<file path="src/rtl/vga_timing_gen_param.sv">
// Parametrised raster timing generator: sync, active flag, coordinates, frame/vblank
// events and a next-line prefetch request, all registered from the new raster position.
module vga_timing_gen_param #(
    parameter int unsigned H_ACTIVE = 640,
    parameter int unsigned H_FP     = 16,
    parameter int unsigned H_SYNC   = 96,
    parameter int unsigned H_BP     = 48,
    parameter int unsigned V_ACTIVE = 480,
    parameter int unsigned V_FP     = 10,
    parameter int unsigned V_SYNC   = 2,
    parameter int unsigned V_BP     = 33,
    parameter bit          HS_POL   = 1'b0,
    parameter bit          VS_POL   = 1'b0,
    parameter int unsigned FCNT_W   = 16,
    localparam int unsigned H_TOTAL = H_ACTIVE + H_FP + H_SYNC + H_BP,
    localparam int unsigned V_TOTAL = V_ACTIVE + V_FP + V_SYNC + V_BP,
    localparam int unsigned XW      = $clog2(H_TOTAL),
    localparam int unsigned YW      = $clog2(V_TOTAL)
) (
    input  logic              i_clk,
    input  logic              i_rst_n,
    input  logic              i_pix_stb,
    input  logic              i_en,
    output logic              o_hs,
    output logic              o_vs,
    output logic              o_active,
    output logic [XW-1:0]     o_x,
    output logic [YW-1:0]     o_y,
    output logic              o_frame_start,
    output logic              o_vblank_start,
    output logic              o_line_req,
    output logic [YW-1:0]     o_req_y,
    output logic [FCNT_W-1:0] o_frame_cnt
);

    if (H_ACTIVE < 1 || H_FP < 1 || H_SYNC < 1 || H_BP < 1 || V_ACTIVE < 2 || V_FP < 1 ||
        V_SYNC < 1 || V_BP < 1 || FCNT_W < 1) begin : g_param_check
        $error("vga_timing_gen_param: invalid timing parameters");
    end

    localparam logic [XW-1:0] XLast   = XW'(H_TOTAL - 1);
    localparam logic [XW-1:0] XActive = XW'(H_ACTIVE);
    localparam logic [XW-1:0] HsBeg   = XW'(H_ACTIVE + H_FP);
    localparam logic [XW-1:0] HsEnd   = XW'(H_ACTIVE + H_FP + H_SYNC);
    localparam logic [YW-1:0] YLast   = YW'(V_TOTAL - 1);
    localparam logic [YW-1:0] YActive = YW'(V_ACTIVE);
    localparam logic [YW-1:0] VsBeg   = YW'(V_ACTIVE + V_FP);
    localparam logic [YW-1:0] VsEnd   = YW'(V_ACTIVE + V_FP + V_SYNC);

    // Internal raster position; the o_x/o_y copies reset to 0 independently.
    logic [XW-1:0]     x_q, x_d, ox_q, ox_d;
    logic [YW-1:0]     y_q, y_d, oy_q, oy_d;
    logic              hs_q, hs_d, vs_q, vs_d, act_q, act_d;
    logic              fs_q, fs_d, vb_q, vb_d, lr_q, lr_d;
    logic [YW-1:0]     ry_q, ry_d;
    logic [FCNT_W-1:0] fc_q, fc_d;

    logic          step, x_wrap;
    logic [XW-1:0] x_nxt;
    logic [YW-1:0] y_inc, y_nxt, y_req;

    always_comb begin
        step   = i_en & i_pix_stb;
        x_wrap = (x_q == XLast);
        x_nxt  = x_wrap ? '0 : x_q + 1'b1;
        y_inc  = (y_q == YLast) ? '0 : y_q + 1'b1;
        y_nxt  = x_wrap ? y_inc : y_q;
        y_req  = (y_nxt == YLast) ? '0 : y_nxt + 1'b1;

        x_d   = x_q;
        y_d   = y_q;
        ox_d  = ox_q;
        oy_d  = oy_q;
        hs_d  = hs_q;
        vs_d  = vs_q;
        act_d = act_q;
        ry_d  = ry_q;
        fc_d  = fc_q;
        fs_d  = 1'b0;
        vb_d  = 1'b0;
        lr_d  = 1'b0;

        if (step) begin
            x_d   = x_nxt;
            y_d   = y_nxt;
            ox_d  = x_nxt;
            oy_d  = y_nxt;
            hs_d  = ((x_nxt >= HsBeg) && (x_nxt < HsEnd)) ? HS_POL : ~HS_POL;
            vs_d  = ((y_nxt >= VsBeg) && (y_nxt < VsEnd)) ? VS_POL : ~VS_POL;
            act_d = (x_nxt < XActive) && (y_nxt < YActive);
            fs_d  = (x_nxt == '0) && (y_nxt == '0);
            vb_d  = (x_nxt == '0) && (y_nxt == YActive);
            if (vb_d) begin
                fc_d = fc_q + 1'b1;
            end
            // Prefetch the following line as horizontal blanking begins.
            lr_d = (x_nxt == XActive) && (y_req < YActive);
            if (lr_d) begin
                ry_d = y_req;
            end
        end
    end

    always_ff @(posedge i_clk or negedge i_rst_n) begin
        if (!i_rst_n) begin
            x_q   <= XLast;
            y_q   <= YLast;
            ox_q  <= '0;
            oy_q  <= '0;
            hs_q  <= ~HS_POL;
            vs_q  <= ~VS_POL;
            act_q <= 1'b0;
            fs_q  <= 1'b0;
            vb_q  <= 1'b0;
            lr_q  <= 1'b0;
            ry_q  <= '0;
            fc_q  <= '0;
        end else begin
            x_q   <= x_d;
            y_q   <= y_d;
            ox_q  <= ox_d;
            oy_q  <= oy_d;
            hs_q  <= hs_d;
            vs_q  <= vs_d;
            act_q <= act_d;
            fs_q  <= fs_d;
            vb_q  <= vb_d;
            lr_q  <= lr_d;
            ry_q  <= ry_d;
            fc_q  <= fc_d;
        end
    end

    assign o_hs           = hs_q;
    assign o_vs           = vs_q;
    assign o_active       = act_q;
    assign o_x            = ox_q;
    assign o_y            = oy_q;
    assign o_frame_start  = fs_q;
    assign o_vblank_start = vb_q;
    assign o_line_req     = lr_q;
    assign o_req_y        = ry_q;
    assign o_frame_cnt    = fc_q;

endmodule

</file>
<file path="config.mk">
export PLATFORM = sky130hd
export DESIGN_NAME = vga_timing_gen_param
export DESIGN_NICKNAME = d
export VERILOG_FILES = /design/src/rtl/vga_timing_gen_param.sv
export SDC_FILE = /design/constraint.sdc
export NUM_CORES = 1
export LEC_CHECK = 0
export ABC_AREA = 1
export BUFFER_PORTS_ARGS = -buffer_cell sky130_fd_sc_hd__buf_2
export CAP_MARGIN = 0
export CORE_MARGIN = 2
export CORE_UTILIZATION = 58
export DETAILED_ROUTE_END_ITERATION = 7
export PLACE_DENSITY_LB_ADDON = 0.1
export SYNTH_ARGS = -nofsm -noshare
export SYNTH_HDL_FRONTEND = slang
export SYNTH_SLANG_ARGS = --single-unit
</file>
<file path="constraint.sdc">
create_clock -name i_clk -period 6 [get_ports i_clk]
set_clock_uncertainty 0.05 [all_clocks]
set_input_delay 0.3 -clock i_clk [delete_from_list [all_inputs] [get_ports i_clk]]
set_output_delay 0.3 -clock i_clk [all_outputs]
set_load 0.05 [all_outputs]
</file>
==> flow_summary.json, run 1 <==
{
  "power.internal_mw": 0.7319,
  "io_buffers": 55,
  "cts-root-buf": "clkbuf_8",
  "die-area_um2": 7468,
  "yosysWarnings": 0,
  "htree_levels": 3,
  "grt_pass1_vias": 3293,
  "clockBufferDepth": 2,
  "max-slew-margin-rel": 0.4038,
  "hold_viol_final": 0,
  "slew_viol_final": 0,
  "wl_met2_mm": 4.026,
  "ys_types": 40,
  "synthCells": 516,
  "die_height_um": 86.42,
  "critPathArrivalTime_ns": 2.99,
  "switching_share": 0.4068,
  "synthesis.area_um2": 3940,
  "routed.top_layer": "met4",
  "fp.dieW_um": 86.42,
  "pre_cts_ws_ns": 3.209,
  "syn_nets": 527,
  "core_um2": 6681,
  "nets": 578,
  "wl_met1_mm": 3.881,
  "powerDensity_nw_per_um2": 281.0,
  "cp.required_ns": 6.18,
  "gp_congestion": 0.9009,
  "worstMarginPinSlew_ns": 0.8934,
  "synth.avg_cell_area_um2": 7.636,
  "reg2reg_to": "o_frame_cnt[10]",
  "antenna_found_initial": 0,
  "avgRoutedWirePerCell_um": 12.87,
  "cts_buffers": 9,
  "postCtsSetupRepairBufs": 0,
  "totalPowerFinal_mw": 1.234,
  "postRouteAntennaNets": 0,
  "grt_pass1_wl_mm": 14.82,
  "rr_worst_depth": 13,
  "fin_tns_setup_ns": 0,
  "p_leak_nw": 2.247,
  "setup_viol": 0,
  "drv_cap": 0,
  "clock-sinks": 62,
  "area_delta_synth_final_pct": 11.43,
  "outcome": "finished, final reports clean",
  "io_pins": 56,
  "ir_drop_mv": 0.2545,
  "final_min_period_over_clock_period": 0.4697,
  "grt_max_degree": 63,
  "drive_gt1_frac": 0.2640,
  "p_seq_frac": 0.424,
  "fillers": 602,
  "ys_ff_latch": 62,
  "grt_usage": 0.2478,
  "post-route-drc-count": 0,
  "ys_seq_area_frac": 0.3976,
  "fin_ws_ns": 3.182,
  "dp.final_hpwl_mm": 6.186,
  "grt_setup_unrepaired": "no",
  "p_sw_mw": 0.5019,
  "start_util": 0.5897,
  "wl_met3_um": 353,
  "worstSetupPathType": "flop to flop",
  "drt-vias-per-instance": 5.179,
  "clk_latency_ns": 0.35,
  "max_freq_ghz": 0.3548,
  "grt_overflow": 0,
  "cts_tree": "done",
  "wirelength_mm": 8.392,
  "p_comb_frac": 0.307,
  "crit_fanout": 17,
  "dr.first_iter.drc_count": 224,
  "holdCritPathClass": "primary input to asynchronous set/reset pin",
  "cp-start-kind": "flop",
  "rows": 30,
  "cts_resized": 0,
  "hold_buffers": 0,
  "r2r-start": "x_q[0]",
  "pwr-share-clk": 0.269,
  "cts.reportedPaths.clkPinSlew_ns": 0.07,
  "dr.pass1.iters": 4,
  "num_antenna_cells": 0,
  "endpoint_kind": "flop",
  "via_count": 3377,
  "min_period_ns": 2.818,
  "ff2ff_setup_slack_ns": 3.18
}
## power by group through the flow
stage | logic, mW | registers (mW) | clock network (mW)
after floorplan | 0.259 | 0.578 | 0
after global placement | 0.373 | 0.528 | 0
after detailed placement | 0.377 | 0.530 | 0
after CTS | 0.379 | 0.523 | 0.341
after global routing | 0.419 | 0.531 | 0.358
final | 0.379 | 0.523 | 0.332
## registers in the layout (all words and copies together), names as in the netlist
| name | count |
|---|---|
| o_frame_cnt | 16 |
| o_req_y | 10 |
| x_q | 10 |
| y_q | 10 |
| o_x | 7 |
| o_y | 3 |
| o_active | 1 |
| o_frame_start | 1 |
| o_hs | 1 |
| o_line_req | 1 |
| o_vblank_start | 1 |
| o_vs | 1 |
## worst max-delay path by stage
| stage | from | to | slack (ns) | depth (start not counted) |
|---|---|---|---|---|
| floorplan | x_q[0] | o_req_y[0] | 3.49 | 18 |
| CTS | x_q[0] | o_frame_cnt[10] | 3.18 | 13 |
| detailed placement | x_q[0] | o_frame_cnt[10] | 3.21 | 13 |
| global placement | x_q[0] | o_frame_cnt[11] | 3.29 | 13 |
| finish | x_q[0] | o_frame_cnt[10] | 3.18 | 13 |
| global route | x_q[1] | o_frame_cnt[10] | 2.90 | 13 |
## cell usage after synthesis (all sizes together)
master     n  area [um2]
ha         7       87.58
nand3b     4       30.03
nand4      7       43.79
nand2    171       696.9
clkbuf     4       15.01
buf       13       101.3
dfstp     12       315.3
o22a       1       8.760
nand3     48       315.3
xnor2      7       61.31
a21oi      5       28.78
clkinv     3       16.27
nor3       7       40.04
o21ai     34       211.5
a41oi      1       8.760
xor2      11       96.34
nor2      64       335.3
o2111ai    1       8.760
or2        3       18.78
nor3b      1       12.51
inv       61       229.0
dfrtp     50        1251
o31ai      1       7.510
## per-layer routing
metal / global-route usage / vias to the layer above
met4: 0.09091 / 0
met5: 0 / -
li1: - / 1713
met1: 0.3248 / 1578
met2: 0.4077 / 72
met3: 0.04952 / 14
## through the flow
step | hold slack, ns | std cells | utilization | cell area, um2
2_1_floorplan | -0.04559 | 516 | - | 3940
3_3_place_gp | 0.4012 | 636 | 0.6307 | 4214
3_5_place_dp | 0.4040 | 636 | 0.6307 | 4214
4_1_cts | 0.08387 | 652 | 0.6571 | 4390
5_1_grt | 0.1351 | 652 | 0.6571 | 4390
6_report | 0.03449 | 652 | 0.6571 | 4390
## cell usage in the layout (no fill, tap or decap), types with 10 or more instances in the layout
cell | Yosys | routed
dfstp_2 | 12 | 12
o21ai_0 | 21 | 21
nand2_1 | 155 | 155
nand3_1 | 36 | 36
inv_1 | 51 | 51
nand2_2 | 13 | 13
inv_2 | 10 | 10
dfrtp_1 | 50 | 50
clkbuf_8 | 0 | 10
o21ai_2 | 11 | 11
buf_2 | 0 | 55
nor2_1 | 51 | 51
nand3_2 | 10 | 10
xor2_1 | 11 | 11
## critical path, cell delays in order (launching register included)
cell     delay, ns
dfstp_2       0.56
ha_1          0.17
nand2_2       0.10
nor2_8        0.19
nand3_4       0.20
nand2_1       0.13
nand2_2       0.09
inv_1         0.11
ha_1          0.17
inv_1         0.06
nor3_2        0.22
nand3_2       0.36
nand2_1       0.21
o21ai_2       0.06
## final cells by class
class	count	area (um2)	share of cell area
Clock buffer	11	141.4	0.03220
Clock inverter	5	35.03	0.007979
Inverter	64	245.2	0.05586
Multi-Input combinational cell	373	2012	0.4583
Sequential cell	62	1567	0.3568
Tap cell	80	100.1	0.02280
Timing Repair Buffer	57	290.3	0.06612
## logic make-up (layout without fill, tap and decap cells)
kind of cell | Yosys count | count (layout) | share of synthesized area
AO/OA/AOI/OAI | 43 | 43 | 0.06955
XOR/XNOR | 18 | 18 | 0.04001
adder cells (fa/ha/maj) | 7 | 7 | 0.02223
buffers and inverters | 81 | 137 | 0.09177
flip-flops | 62 | 62 | 0.3976
AND/OR/NAND/NOR | 305 | 305 | 0.3789
(Power assumes the default switching activity.)
==> run 2: changes to the inputs <==
==> constraint.sdc (replaced) <==
create_clock -name i_clk -period 2.9 [get_ports i_clk]
set_clock_uncertainty 0.05 [all_clocks]
set_input_delay 0.145 -clock i_clk [delete_from_list [all_inputs] [get_ports i_clk]]
set_output_delay 0.145 -clock i_clk [all_outputs]
set_load 0.05 [all_outputs]
==> flow_summary.json, run 2 (synthesis gave the netlist of run 1 again) <==
{
  "min_period_ns": 2.718,
  "cts_buffers": 9,
  "via_count": 3437,
  "crit_top_cell": "nand2_1",
  "hold_viol_final": 0,
  "num_antenna_cells": 0,
  "rows": 30,
  "max_freq_ghz": 0.3680,
  "io_pins": 56,
  "io_buffers": 55,
  "grt_usage": 0.2517,
  "clk_latency_ns": 0.34,
  "grt_pass1_wl_mm": 14.99,
  "area_delta_synth_final_pct": 13.91,
  "setup_viol": 0,
  "pre_cts_ws_ns": 0.1648,
  "die_height_um": 86.42,
  "fin_util": 0.6717,
  "outcome": "finished, final reports clean",
  "slew_viol_final": 0,
  "clock-sinks": 62,
  "largest_reg_flops": 16,
  "avgRoutedWirePerCell_um": 13.35,
  "worstPathCellList": "ha_1 -> nand2_2 -> nor2_8 -> inv_2 -> nor2_4 -> nand3_2 -> nand2_4 -> ha_1 -> inv_1 -> nor2_4 -> nand3_1 -> nand2_1 -> nand2_1 -> nand3_4 -> nand2_8 -> nand2_1 -> nand2_1",
  "cp-start-kind": "flop",
  "endpoint_kind": "flop",
  "nets": 583,
  "max-slew-margin-rel": 0.3299,
  "final_min_period_over_clock_period": 0.9371,
  "powerDensity_nw_per_um2": 604.8,
  "worstSetupPathType": "flop to flop",
  "worstMarginPinSlew_ns": 1.005,
  "die-area_um2": 7468,
  "drv_cap": 0,
  "holdCritPathClass": "primary input to flop",
  "cts_tree": "done",
  "critPathSlowestCell": "dfstp_2",
  "post-route-drc-count": 0,
  "cp.required_ns": 3.09,
  "drive_gt1_frac": 0.2704,
  "wirelength_mm": 8.772,
  "dr.pass1.iters": 5,
  "start_util": 0.5897,
  "clockBufferDepth": 2,
  "grt_max_degree": 47,
  "cts.reportedPaths.clkPinSlew_ns": 0.07,
  "ir_drop_mv": 0.4090,
  "totalPowerFinal_mw": 2.715,
  "grt_pass1_vias": 3215,
  "critPathMaxStageDelay_ns": 0.56,
  "p_leak_nw": 2.313,
  "fin_ws_ns": 0.1825,
  "critPathArrivalTime_ns": 2.91,
  "grt_overflow": 0,
  "drt-vias-per-instance": 5.231,
  "antenna_found_initial": 0,
  "worst_hold_slack_ns": 0.2352,
  "final_common_cell": "nand2_1",
  "crit_fanout": 10,
  "cts-root-buf": "clkbuf_8",
  "fp.dieW_um": 86.42,
  "postRouteAntennaNets": 0,
  "htree_levels": 3,
  "core_um2": 6681,
  "final_cell_mix": "nand2_1, buf_2, inv_1, nor2_1, dfrtp_1",
  "dp.final_hpwl_mm": 6.363,
  "gp_congestion": 0.9134,
  "dr.first_iter.drc_count": 215
}
run 2: cell types whose count changed in the layout (fill, tap and decap cells not counted), moves of 2 or more:
| cell | delta |
|---|---|
| buf_4 | +3 |
| clkinvlp_4 | -4 |
| bufinv_16 | +2 |
| clkinv_2 | +3 |
run 2: final timing paths:
kind                       startpoint              to  slack [ns]  depth (start not counted)
max in group asynchronous     i_rst_n  o_frame_cnt[9]        1.54                          3
min in group asynchronous     i_rst_n          y_q[4]        0.46                          2
hold reg to reg            o_req_y[8]      o_req_y[8]        0.42                          2
setup / recovery               x_q[0]      o_req_y[0]        0.18                         17
hold / removal              i_pix_stb          y_q[2]        0.24                          5
setup reg to reg               x_q[0]      o_req_y[0]        0.18                         17
run 2: cell type report:
type,instances,area (um2)
clock buffer,9,123.9
clock inverter,7,88.84
fill,583,2193
inverter,64,245.2
multi-input combinational,373,2021
sequential,62,1567
tap,80,100.1
timing repair buffer,62,342.8
run 2: through the flow:
step	instances	setup TNS, ns	instance area [um2]
floorplan	516	0	3940
global placement	638	0	4229
detailed placement	638	0	4229
CTS	655	0	4452
global route	657	-0.007587	4488
finish	657	0	4488
run 2: worst max-delay path, delay by kind of cell (launching register included):
family | cells | cell delay [ns]
simple gates | 13 | 1.48
flops | 1 | 0.56
fa+ha+maj | 2 | 0.36
buf+inv | 2 | 0.16
run 2: where the power goes:
group          switching [mW]  leakage [nW]  internal [mW]
logic                   0.592          1.42          0.201
clock network           0.362         0.113          0.479
registers              0.0965         0.775          0.984
run 2: layer usage:
metal  GRT usage  part of all wire
met1      0.3516              0.46
met2      0.3944              0.48
met3     0.03810             0.048
met4      0.1009             0.010
met5           0                 0
run 2: timing repair:
action | 4_1_cts | 5_1_grt
endpoints found under the hold margin | 33 | 0
buffers inserted | 0 | 2
setup endpoints to repair | 0 | 14
resized for setup | 0 | 1
hold buffers | 1 | 0
==> run 3: changes to the inputs <==
--- a/config.mk
+++ b/config.mk
@@ -8,10 +8,14 @@
 export ABC_AREA = 1
 export BUFFER_PORTS_ARGS = -buffer_cell sky130_fd_sc_hd__buf_2
 export CAP_MARGIN = 0
+export CELL_PAD_IN_SITES_DETAIL_PLACEMENT = 0
+export CELL_PAD_IN_SITES_GLOBAL_PLACEMENT = 2
 export CORE_MARGIN = 2
-export CORE_UTILIZATION = 58
+export CORE_UTILIZATION = 34
+export CTS_BUF_LIST = sky130_fd_sc_hd__clkbuf_8
 export DETAILED_ROUTE_END_ITERATION = 7
 export PLACE_DENSITY_LB_ADDON = 0.1
+export SKIP_LAST_GASP = 1
 export SYNTH_ARGS = -nofsm -noshare
 export SYNTH_HDL_FRONTEND = slang
 export SYNTH_SLANG_ARGS = --single-unit
==> flow_summary.json, run 3 (synthesis gave the netlist of run 1 again) <==
{
  "min_to": "y_q[9]",
  "start_util": 0.3465,
  "grt_pass1_wl_mm": 17.45,
  "rr_worst_depth": 15,
  "grt_overflow": 0,
  "pwr-share-clk": 0.267,
  "final_min_period_over_clock_period": 0.9425,
  "slew_viol_final": 0,
  "rows": 39,
  "wirelength_mm": 10.26,
  "cts_tree": "done",
  "critPathArrivalTime_ns": 2.93,
  "fin_util": 0.4095,
  "worstSetupPathType": "flop to flop",
  "reg2reg_to": "o_frame_cnt[5]",
  "via_count": 3487,
  "ff2ff_setup_slack_ns": 0.17,
  "cts_buffers": 9,
  "dr.first_iter.drc_count": 169,
  "p_comb_frac": 0.317,
  "p_sw_mw": 1.053,
  "cts.reportedPaths.clkPinSlew_ns": 0.08,
  "powerDensity_nw_per_um2": 557.6,
  "crit_start": "x_q[0]",
  "fp.dieW_um": 111.7,
  "antenna_found_initial": 0,
  "die-area_um2": 12470,
  "cp_top_family": "simple AND/OR/NAND/NOR gates",
  "hold_viol_final": 0,
  "drt-vias-per-instance": 4.738,
  "p_leak_nw": 2.371,
  "dr.pass1.iters": 4,
  "fin_ws_ns": 0.1668,
  "final_cell_mix": "nand2_1, buf_2, inv_1",
  "largest_reg_flops": 16,
  "fin_tns_setup_ns": 0,
  "postRouteAntennaNets": 0,
  "max-slew-margin-rel": 0.5887,
  "dp.final_hpwl_mm": 7.579,
  "outcome": "finished, final reports clean",
  "cp.required_ns": 3.09,
  "switching_share": 0.4058,
  "endpoint_kind": "flop",
  "io_buffers": 55,
  "area_delta_synth_final_pct": 18.16,
  "io_pins": 56,
  "clockBufferDepth": 2,
  "setup_viol": 0,
  "critPathSlowestCell": "dfstp_2",
  "critPathMaxStageDelay_ns": 0.56,
  "power.internal_mw": 1.543,
  "gp_congestion": 0.8191,
  "grt_max_degree": 48,
  "worstPathCellList": "ha_1 -> nand2_2 -> nor2_8 -> buf_4 -> nand3_2 -> buf_4 -> nand2_2 -> nand2_2 -> inv_2 -> nand3_1 -> nor3b_2 -> nand2_1 -> nor2_4 -> nand2_1 -> xor2_1",
  "drive_gt1_frac": 0.2884,
  "grt_usage": 0.1764,
  "num_antenna_cells": 0,
  "nets": 599,
  "crit_fanout": 7,
  "max_freq_ghz": 0.3659,
  "cts-root-buf": "clkbuf_8",
  "final_area_um2": 4656,
  "avgRoutedWirePerCell_um": 13.94,
  "post-route-drc-count": 0,
  "drv_cap": 0,
  "grt_pass1_vias": 3361,
  "cp-start-kind": "flop",
  "worstMarginPinSlew_ns": 0.6170,
  "die_height_um": 111.7,
  "fillers": 1226,
  "crit_top_cell": "nand2_2",
  "hold_depth": 3,
  "dpl-instance-area_um2": 4330,
  "worst-path-buf-inv": 3,
  "worstHoldStart": "i_pix_stb",
  "ir_drop_mv": 0.3088,
  "r2r-start": "x_q[0]",
  "core_um2": 11370,
  "grt_setup_unrepaired": "yes",
  "p_seq_frac": 0.417,
  "htree_levels": 3,
  "pre_cts_ws_ns": 0.08652,
  "min_period_ns": 2.733,
  "clk_latency_ns": 0.36,
  "final_common_cell": "nand2_1",
  "holdCritPathClass": "primary input to flop",
  "clock-sinks": 62
}
==> run 3: cell count changes in the layout (fill, tap and decap cells not counted), sizes merged <==
cell,before,now
bufinv,2,0
inv,61,65
clkinv,8,4
buf,61,75
nand3,48,50
clkbuf,9,11
==> run 3: worst max path at each step <==
stage / to / slack, ns / depth (start not counted)
2_1_floorplan: o_req_y[0] / 0.39 / 18
3_3_place_gp: o_frame_cnt[5] / 0.19 / 14
3_5_place_dp: o_req_y[7] / 0.09 / 17
4_1_cts: o_req_y[1] / 0.07 / 17
5_1_grt: o_frame_cnt[7] / -0.03 / 14
6_report: o_frame_cnt[5] / 0.17 / 15
==> run 3: what timing repair did <==
item,in CTS,in global routing
buffers inserted,0,13
hold buffers,1,0
resized for setup,0,4
endpoints found under the setup margin,0,26
endpoints found under the hold margin,15,0
==> run 3: metrics by stage <==
| stage | hold slack, ns | std cells | total power [mW] |
|---|---|---|---|
| after detailed placement | 0.04487 | 704 | 1.911 |
| after global placement | 0.04083 | 704 | 1.913 |
| after floorplan | -0.2006 | 516 | 1.732 |
| final | 0.1600 | 736 | 2.596 |
| after CTS | 0.1429 | 721 | 2.626 |
| after global routing | 0.1798 | 736 | 2.767 |
==> run 3: power groups by stage <==
stage          Sequential [mW]  Clock [mW]  Combinational [mW]
6_report                  1.08       0.692               0.822
5_1_grt                   1.10       0.758               0.909
4_1_cts                   1.08       0.724               0.818
3_5_place_dp              1.10           0               0.814
3_3_place_gp              1.09           0               0.819
2_1_floorplan             1.20           0               0.537
==> run 3: worst min-delay path, cell delays in order <==
cell and delay [ns]:
buf_2 0.09, nand2_1 0.22, a21oi_1 0.11
==> run 3: routing by layer <==
metal / vias up / track usage / wire length [um] / part of all wire
li1: 1771 / - / - / -
met3: 12 / 0.04028 / 409 / 0.040
met5: - / 0 / 0 / 0
met1: 1628 / 0.2500 / 5170 / 0.50
met2: 76 / 0.2667 / 4524 / 0.44
met4: 0 / 0.05926 / 157 / 0.015
==> run 3: final cells by class <==
type	instances	area, um2	share of cell area
multi-input combinational	375	2046	0.4394
sequential	62	1567	0.3365
timing repair buffer	76	447.9	0.09621
inverter	64	245.2	0.05267
tap	143	178.9	0.03843
clock buffer	11	151.4	0.03252
clock inverter	5	20.02	0.004300
